==> config.mk <==
export PLATFORM = sky130hd
export DESIGN_NAME = ov7670_capture_flat
export DESIGN_NICKNAME = d
export VERILOG_FILES = /design/src/rtl/ov7670_capture_pkg.sv /design/src/rtl/ov7670_capture_if.sv /design/src/rtl/ov7670_capture.sv /design/src/flat_wrapper.sv
export SDC_FILE = /design/constraint.sdc
export NUM_CORES = 1
export LEC_CHECK = 0
export ABC_AREA = 0
export BUFFER_PORTS_ARGS = -buffer_cell sky130_fd_sc_hd__buf_2
export CORE_MARGIN = 2
export CORE_UTILIZATION = 25
export CTS_BUF_LIST = sky130_fd_sc_hd__clkbuf_16
export DETAILED_ROUTE_END_ITERATION = 7
export GPL_TIMING_DRIVEN = 1
export SLEW_MARGIN = 20
export SYNTH_ARGS = -nofsm -noshare
export SYNTH_HDL_FRONTEND = slang
export SYNTH_SLANG_ARGS = --single-unit
==> constraint.sdc <==
create_clock -name clock -period 4.15 [get_ports clock]
set_input_delay 0.6225 -clock clock [delete_from_list [all_inputs] [get_ports clock]]
set_output_delay 0.6225 -clock clock [all_outputs]
set_load 0.05 [all_outputs]
==> src/rtl/ov7670_capture_pkg.sv <==
// ov7670_capture_pkg
//   Definitions shared by the OV7670 capture stage and the frame-buffer RAM:
//   the ceil-log2 helper, default frame geometry, pixel/byte widths and the
//   capture FSM state encoding.
package ov7670_capture_pkg;

  localparam int unsigned H_PIXELS_DEF = 640;
  localparam int unsigned V_LINES_DEF  = 480;
  localparam int unsigned PIXEL_BITW   = 16;
  localparam int unsigned BYTE_BITW    = 8;

  typedef enum logic [1:0] {
    ST_SYNC    = 2'd0,
    ST_IDLE    = 2'd1,
    ST_CAPTURE = 2'd2
  } state_t;

  // ceil(log2(n)), never less than 1 so derived vectors stay non-empty.
  function automatic int unsigned log2c(input int unsigned n);
    int unsigned r;
    r = 0;
    while ((longint'(1) << r) < longint'(n)) r = r + 1;
    if (r == 0) r = 1;
    return r;
  endfunction

endpackage

==> src/rtl/ov7670_capture_if.sv <==
// ov7670_capture_if
//   Frame-buffer write port driven by the capture stage.
//   wr_en   : one-cycle write strobe
//   wr_addr : linear pixel address, line*H_PIXELS + col
//   wr_data : RGB565 pixel {first byte, second byte}
//   master modport drives the port (capture stage); slave receives it (RAM).
interface ov7670_capture_if
  import ov7670_capture_pkg::*;
#(
  parameter int unsigned H_PIXELS = H_PIXELS_DEF,
  parameter int unsigned V_LINES  = V_LINES_DEF
) ();

  localparam int unsigned ADDR_BITW = log2c(H_PIXELS * V_LINES);

  logic                  wr_en;
  logic [ADDR_BITW-1:0]  wr_addr;
  logic [PIXEL_BITW-1:0] wr_data;

  modport master (output wr_en, output wr_addr, output wr_data);
  modport slave  (input  wr_en, input  wr_addr, input  wr_data);

endinterface

==> src/rtl/ov7670_capture.sv <==
// ov7670_capture
//   Pixel-capture stage clocked by the OV7670 PCLK. Tracks VSYNC/HREF framing,
//   pairs sensor bytes into RGB565 pixels and writes them to the frame buffer.
//   clock      : camera PCLK, rising edge
//   n_rst      : asynchronous active-low reset
//   enable     : capture permission, sampled at frame start only
//   vsync/href : sensor framing strobes
//   cam_data   : sensor data byte
//   wr         : frame-buffer write port (master)
//   frame_done : one-cycle pulse when a captured frame ends
//   busy       : high while capturing a frame
module ov7670_capture
  import ov7670_capture_pkg::*;
#(
  parameter int unsigned H_PIXELS = H_PIXELS_DEF,
  parameter int unsigned V_LINES  = V_LINES_DEF
) (
  input  logic                 clock,
  input  logic                 n_rst,
  input  logic                 enable,
  input  logic                 vsync,
  input  logic                 href,
  input  logic [BYTE_BITW-1:0] cam_data,
  ov7670_capture_if.master     wr,
  output logic                 frame_done,
  output logic                 busy
);

  localparam int unsigned ADDR_BITW = log2c(H_PIXELS * V_LINES);
  localparam int unsigned COL_BITW  = log2c(H_PIXELS + 1);
  localparam int unsigned LINE_BITW = log2c(V_LINES + 1);

  localparam logic [COL_BITW-1:0]  COL_MAX   = COL_BITW'(H_PIXELS);
  localparam logic [LINE_BITW-1:0] LINE_MAX  = LINE_BITW'(V_LINES);
  localparam logic [ADDR_BITW-1:0] LINE_STEP = ADDR_BITW'(H_PIXELS);

  state_t                 state_q, state_d;
  logic                   vsync_q, href_q;
  logic [COL_BITW-1:0]    col_q, col_d;
  logic [LINE_BITW-1:0]   line_q, line_d;
  logic [ADDR_BITW-1:0]   base_q, base_d;
  logic                   phase_q, phase_d;
  logic [BYTE_BITW-1:0]   hi_q, hi_d;
  logic                   wr_en_q, wr_en_d;
  logic [ADDR_BITW-1:0]   wr_addr_q, wr_addr_d;
  logic [PIXEL_BITW-1:0]  wr_data_q, wr_data_d;
  logic                   frame_done_q, frame_done_d;
  logic                   busy_q, busy_d;

  logic vs_fall, vs_rise, hr_fall;

  assign vs_fall = vsync_q & ~vsync;
  assign vs_rise = ~vsync_q & vsync;
  assign hr_fall = href_q & ~href;

  // State register
  always_ff @(posedge clock or negedge n_rst) begin
    if (!n_rst) state_q <= ST_SYNC;
    else        state_q <= state_d;
  end

  // Next-state logic
  always_comb begin
    state_d = state_q;
    case (state_q)
      ST_SYNC:    if (vsync)             state_d = ST_IDLE;
      ST_IDLE:    if (vs_fall && enable) state_d = ST_CAPTURE;
      ST_CAPTURE: if (vs_rise)           state_d = ST_IDLE;
      default:                           state_d = ST_SYNC;
    endcase
  end

  // Output and datapath next values
  always_comb begin
    col_d        = col_q;
    line_d       = line_q;
    base_d       = base_q;
    phase_d      = phase_q;
    hi_d         = hi_q;
    wr_en_d      = 1'b0;
    wr_addr_d    = wr_addr_q;
    wr_data_d    = wr_data_q;
    frame_done_d = (state_q == ST_CAPTURE) && vs_rise;
    busy_d       = (state_d == ST_CAPTURE);

    if (state_q != ST_CAPTURE && state_d == ST_CAPTURE) begin
      col_d   = '0;
      line_d  = '0;
      base_d  = '0;
      phase_d = 1'b0;
    end else if (state_q == ST_CAPTURE && !vs_rise) begin
      // vs_rise wins: a byte arriving alongside the end of frame is ignored.
      if (href) begin
        phase_d = ~phase_q;
        if (!phase_q) begin
          hi_d = cam_data;
        end else begin
          if (col_q < COL_MAX && line_q < LINE_MAX) begin
            wr_en_d   = 1'b1;
            wr_addr_d = base_q + ADDR_BITW'(col_q);
            wr_data_d = {hi_q, cam_data};
          end
          if (col_q < COL_MAX) col_d = col_q + COL_BITW'(1);
        end
      end else if (hr_fall) begin
        // Dropping phase here discards any dangling odd byte of the line.
        col_d   = '0;
        phase_d = 1'b0;
        if (line_q < LINE_MAX) begin
          line_d = line_q + LINE_BITW'(1);
          base_d = base_q + LINE_STEP;
        end
      end
    end
  end

  // Datapath and output registers
  always_ff @(posedge clock or negedge n_rst) begin
    if (!n_rst) begin
      vsync_q      <= 1'b0;
      href_q       <= 1'b0;
      col_q        <= '0;
      line_q       <= '0;
      base_q       <= '0;
      phase_q      <= 1'b0;
      hi_q         <= '0;
      wr_en_q      <= 1'b0;
      wr_addr_q    <= '0;
      wr_data_q    <= '0;
      frame_done_q <= 1'b0;
      busy_q       <= 1'b0;
    end else begin
      vsync_q      <= vsync;
      href_q       <= href;
      col_q        <= col_d;
      line_q       <= line_d;
      base_q       <= base_d;
      phase_q      <= phase_d;
      hi_q         <= hi_d;
      wr_en_q      <= wr_en_d;
      wr_addr_q    <= wr_addr_d;
      wr_data_q    <= wr_data_d;
      frame_done_q <= frame_done_d;
      busy_q       <= busy_d;
    end
  end

  assign wr.wr_en    = wr_en_q;
  assign wr.wr_addr  = wr_addr_q;
  assign wr.wr_data  = wr_data_q;
  assign frame_done  = frame_done_q;
  assign busy        = busy_q;

endmodule
==> src/flat_wrapper.sv <==
// flat-port wrapper written by rule: the top's interface ports become plain ports
module ov7670_capture_flat import ov7670_capture_pkg::*;
#(
  parameter int unsigned H_PIXELS = H_PIXELS_DEF,
  parameter int unsigned V_LINES  = V_LINES_DEF
)
  (clock, n_rst, enable, vsync, href, cam_data, frame_done, busy, wr_wr_en, wr_wr_addr, wr_wr_data);
  ov7670_capture_if #(.H_PIXELS(H_PIXELS), .V_LINES(V_LINES)) wr_i ();
  input  logic clock;
  input  logic n_rst;
  input  logic enable;
  input  logic vsync;
  input  logic href;
  input  logic [BYTE_BITW-1:0] cam_data;
  output logic frame_done;
  output logic busy;
  output wire logic [$bits(wr_i.wr_en)-1:0] wr_wr_en;
  output wire logic [$bits(wr_i.wr_addr)-1:0] wr_wr_addr;
  output wire logic [$bits(wr_i.wr_data)-1:0] wr_wr_data;
  assign wr_wr_en = wr_i.wr_en;
  assign wr_wr_addr = wr_i.wr_addr;
  assign wr_wr_data = wr_i.wr_data;
  ov7670_capture #(.H_PIXELS(H_PIXELS), .V_LINES(V_LINES)) u_core (.clock(clock), .n_rst(n_rst), .enable(enable), .vsync(vsync), .href(href), .cam_data(cam_data), .wr(wr_i), .frame_done(frame_done), .busy(busy));
endmodule
# After elaboration in Yosys (flattened, before gate mapping)
# Index checks and enable logic that the tools add are counted.
# word_totals
ff_bits	89
inputBits	13
output_inout_bits	38
word_cells	79
# classes
add_sub_neg	4
order_cmp	2
eq_ne	7
muxes	29
bitwise_logic	8
reduce_logical	16
# op_table
cell	count
19-bit 2-to-1 mux	5
10-bit 2-to-1 mux	6
9-bit 2-to-1 mux	5
19-bit by 10-bit adder with 19-bit output	1
19-bit by 10-bit adder with 19-bit output (second input constant)	1
4-bit AND reduction	3
10-bit by 1-bit adder with 10-bit output (second input constant)	1
10-bit < comparator (second input constant)	1
9-bit by 1-bit adder with 9-bit output (second input constant)	1
9-bit < comparator (second input constant)	1
1-bit 2-to-1 mux	9
2-bit 2-to-1 mux	3
3-bit by 1-bit inequality test with 1-bit output (second input constant)	2
2-bit case mux with 3 select lines	1
2-bit nonzero test	3
1-bit logical AND	5
1-bit inverter	5
5-bit AND reduction	1
2-bit == test (second input constant)	2
1-bit AND	3
3-bit nonzero test	1
2-bit by 1-bit == test with 1-bit output (second input constant)	1
2-bit logical NOT	1
2-bit by 1-bit inequality test with 1-bit output (second input constant)	1
3 further kinds	3

# Longest topological paths before layout
# depth
word_depth	9
ltp_mapped	7
mapped_depth_nobuf	6

# Worst setup path before layout
# Ideal clock, no wire load.
# synth_path
path_type	input to register
start	input vsync
end	register u_core.base_q[18]
setup_ns	0.132
arrival_ns	1.985
required_ns	4.018
path_slack_ns	2.033
stages	6
path_buffers	1
cell_sequence	nor2b_2 or4_4 buf_6 a2111oi_4 xnor2_1 nor2_1
# synth_via
elab_chain_len	9
elab_cells_between_ends	18
cone_classes	2 x eq/ne; 5 x mux; 3 x bitwise; 8 x reduce/logical
# synth_lines
item	line_no	source
from (decl)	flat_wrapper.sv:12	input logic vsync;
1-bit inverter	ov7670_capture.sv:52	assign vs_fall = vsync_q & ~vsync;
1-bit AND	ov7670_capture.sv:52	
1-bit logical AND	ov7670_capture.sv:67	ST_IDLE: if (vs_fall && enable) state_d = ST_CAPTURE;
2-bit 2-to-1 mux	ov7670_capture.sv:67	
2-bit case mux with 3 select lines	ov7670_capture.sv:65	case (state_q)
2-bit == test	ov7670_capture.sv:86	if (state_q != ST_CAPTURE && state_d == ST_CAPTURE) begin
1-bit logical AND	ov7670_capture.sv:86	
2-bit by 1-bit inequality test with 1-bit output (no line) or 2-bit nonzero test (tied branches)	-	
4-bit AND reduction (no line)	-	
to (signal assigned)	ov7670_capture.sv:137	base_q <= base_d;
to (decl)	ov7670_capture.sv:41	logic [ADDR_BITW-1:0] base_q, base_d;
# Several ways; a longest one is shown, not always the timed one.
# A chain may end at the register's enable or synchronous reset.

# Worst setup path after layout
# layout_path
start	input vsync
end	register u_core.hi_q[2]
# layout_via
elab_chain_len	9
elab_cells_between_ends	14
cone_classes	1 x eq/ne; 4 x mux; 4 x bitwise; 5 x reduce/logical
# layout_lines
item	line_no	source
1-bit inverter	ov7670_capture.sv:52	
1-bit AND	ov7670_capture.sv:52	
1-bit logical AND	ov7670_capture.sv:67	
2-bit 2-to-1 mux	ov7670_capture.sv:67	
2-bit case mux with 3 select lines	ov7670_capture.sv:65	
2-bit == test	ov7670_capture.sv:86	
1-bit logical AND	ov7670_capture.sv:86	
1-bit inverter (no line)	-	
4-bit AND reduction (no line) (*)	-	
to (signal assigned)	ov7670_capture.sv:139	hi_q <= hi_d;
to (decl)	ov7670_capture.sv:43	logic [BYTE_BITW-1:0] hi_q, hi_d;
# Every way passes the cells marked *; elsewhere a longest branch is shown, timed or not.

==> flow_metrics.py <==
metrics = {
    "detailed_routing": {
        "vias": 2666,
        "via_per_inst": 4.58,
        "firstDrtPassIters": 4,
        "drt_iter0_drc": 136,
        "ant_nets": 0,
        "avgRoutedWirePerCell_microns": 13.4,
        "finalWirelength_mm": 7.77,
        "drcViolationCount": 0,
    },
    "sta": {
        "period_share_pct": 52.5,
        "hold_viol_final": 0,
        "tightest_slew_ps": 974,
        "setup_viol": 0,
        "finClkSkew_ps": 5.93,
        "report.final.slew_viol_count": 0,
        "tns_ps": 0,
        "rsz0062_at_grt": "no",
        "period_minus_slack_ps": 2180,
        "max_clock_freq_mhz": 459,
        "relSlewSlack_pct": 34.5,
    },
    "finish": {
        "fillers": 1517,
        "layout_commonest_cell": "dfrtp_1",
        "num_antenna_cells": 0,
        "final_cell_mix": "dfrtp_1, buf_2, nand2_1, o21ai_0, mux2_2",
        "nets": 413,
        "drive_gt1_share_pct": 26.9,
        "final_cell_count_no_fill": 582,
        "utilization_pct": 30.8,
        "fin_area_sq_um": 4510,
        "area_growth_pct": 19.6,
    },
    "logic_synthesis": {
        "ys_warn_count": 0,
        "yosysSeqAreaShare_pct": 54.4,
        "synthDistinctLibCells": 42,
        "syn_area_per_cell_sq_um": 10.9,
        "synth.cell_area_sq_um": 3770,
        "netlist.area_leader.share_pct": 54.4,
        "synth_nets": 365,
        "ys_ff_latch": 82,
        "ys_top_cells_by_area": "dfrtp_1, mux2_2, o21ai_0, nand2_1, xor2_1",
        "syn_inst": 345,
        "yosys.area.top_type": "dfrtp_1",
    },
    "clock_network": {
        "insertion_delay_ps": 340,
        "cts_resized": 0,
        "cts_made_buffers": 9,
        "postCtsHoldBufs": 0,
        "cts_setup_buffers": 0,
        "cts_tree": "built",
        "cts_root_buffer": "clkbuf_16",
        "clk_pin_slew_ps": 60,
        "clock_sinks": 82,
        "cts_buffer_depth": 2,
        "htree_levels": 3,
    },
    "die": {
        "io_pins": 51,
        "core-area_sq_um": 14600,
        "design.die.area_sq_um": 16100,
        "die_h_microns": 127,
        "start_util_pct": 25.7,
        "row_count": 44,
        "die_w_microns": 127,
    },
    "setup_path": {
        "reg2reg_slack_ps": 1990,
        "end_kind": "register",
        "path_class": "primary input to register",
        "cp.required_ps": 4370,
        "cp.arrival_ps": 2400,
        "crit_fanout": 9,
        "cp-start-kind": "primary input",
        "startpoint": "vsync",
        "r2r-start": "u_core.state_q[0]",
    },
    "global_route": {
        "grt_pass1_vias": 2656,
        "grt_antenna_before_repair": 1,
        "grt_use_total_pct": 10.3,
        "grt_pass1_wl_mm": 13.1,
        "grt-ovfl-total": 0,
        "grt_max_degree": 83,
    },
    "power": {
        "ir_worst_vdd_uv": 206,
        "p_leak_uw": 0.00211,
        "powerDensity_nw_per_um2": 424,
    },
    "worst_hold_path": {
        "hold_path_class": "primary input to async pin",
    },
    "placement": {
        "dp_hpwl_mm": 5.26,
        "dpl_cell_area_sq_um": 4190,
        "portBuffers": 50,
        "gp_congestion": 0.752,
        "dp_cells": 566,
    },
    "outcome": {
        "outcome": "complete, no violations",
    },
    "run": {
        "max_cap_violations": 0,
    },
}
-- synthesized netlist by cell type (all sizes together) --
| cell type | instances |
|---|---|
| dfrtp | 82 |
| nand2 | 38 |
| o21ai | 34 |
| mux2 | 29 |
| nor2 | 27 |
| a21oi | 18 |
| xor2 | 15 |
| xnor2 | 13 |
| clkbuf | 9 |
| nand3 | 8 |
| or3 | 8 |
| ha | 7 |
| nand4 | 7 |
| a211oi | 5 |
| buf | 5 |
| nor3 | 5 |
| inv | 4 |
| nor2b | 3 |
| o21bai | 3 |
| or2 | 3 |
| a31o | 2 |
| and3 | 2 |
| nand2b | 2 |
| nand4b | 2 |
| nor4 | 2 |
| o31ai | 2 |
| or4 | 2 |
| a2111oi | 1 |
| a31oi | 1 |
| and4 | 1 |
| conb | 1 |
| nor3b | 1 |
| o21a | 1 |
| o41ai | 1 |
| or3b | 1 |
-- layout make-up --
class	count	area [sq um]	share of cell area, %
clock buffers	9	225	5.00
clock inverters	7	85.1	1.89
inverters	4	15.0	0.333
multi-input cells	245	1630	36.3
flip-flops and latches	82	2050	45.5
well taps	184	230	5.11
repair buffers	51	264	5.86
-- where the power goes --
group / total (uW) / internal, uW / switching, uW / leakage [uW]
clock network: 831 / 520 / 311 / 0.000154
registers: 889 / 854 / 34.5 / 0.00112
logic: 193 / 65.9 / 127 / 0.000838
total: 1910 / 1440 / 472 / 0.00211
-- through the flow --
| step | setup WS, ps | total power, uW | hold slack, ps |
|---|---|---|---|
| after global placement | 1550 | 1090 | 459 |
| after CTS | 1770 | 1940 | 427 |
| after detailed placement | 1470 | 1100 | 466 |
| after floorplan | 2030 | 1030 | 327 |
| final | 1970 | 1910 | 314 |
| after global routing | 1780 | 1990 | 395 |
-- sequential cells by signal, indices dropped and copies added (netlist names), 2 cells and up --
signal	count
u_core.wr.wr_data	16
u_core.state_q	2
u_core.col_q	10
u_core.wr.wr_addr	19
u_core.line_q	9
u_core.base_q	12
u_core.hi_q	8
-- path summary, 6_finish.rpt --
check	depth (start not counted)	end
worst max register to register	5	u_core.hi_q[2]
worst min-delay path	1	u_core.busy
min in group clock	1	u_core.vsync_q
worst min register to register	2	u_core.wr.wr_addr[12]
worst max-delay path	6	u_core.hi_q[2]
max in group asynchronous	1	u_core.hi_q[5]
-- layer usage --
metal,share of wire [%],up-vias,wire [microns],global-route usage (%)
met2,45,53,3480,16.1
met4,1.7,0,129,4.07
li1,-,1300,-,-
met3,5.1,10,396,3.54
met1,48,1303,3770,13.1
met5,0,-,0,0
-- critical path, stage by stage --
cell     delay [ps]
buf_2           120
nor2b_2         190
nor2_1          270
nand2_1          90
nor2_1          680
mux2_2          420
-- kinds of logic after synthesis --
logic type	Yosys count	synth area share, %
other	1	0.0995
XOR/XNOR	28	6.51
AND/OR/NAND/NOR	112	15.0
buffers and inverters	18	2.26
multiplexers	29	8.67
adder cells (fa/ha/maj)	7	2.32
flip-flops	82	54.4
AO/OA/AOI/OAI	68	10.7
Note: power is estimated with default switching activity, not from simulation.
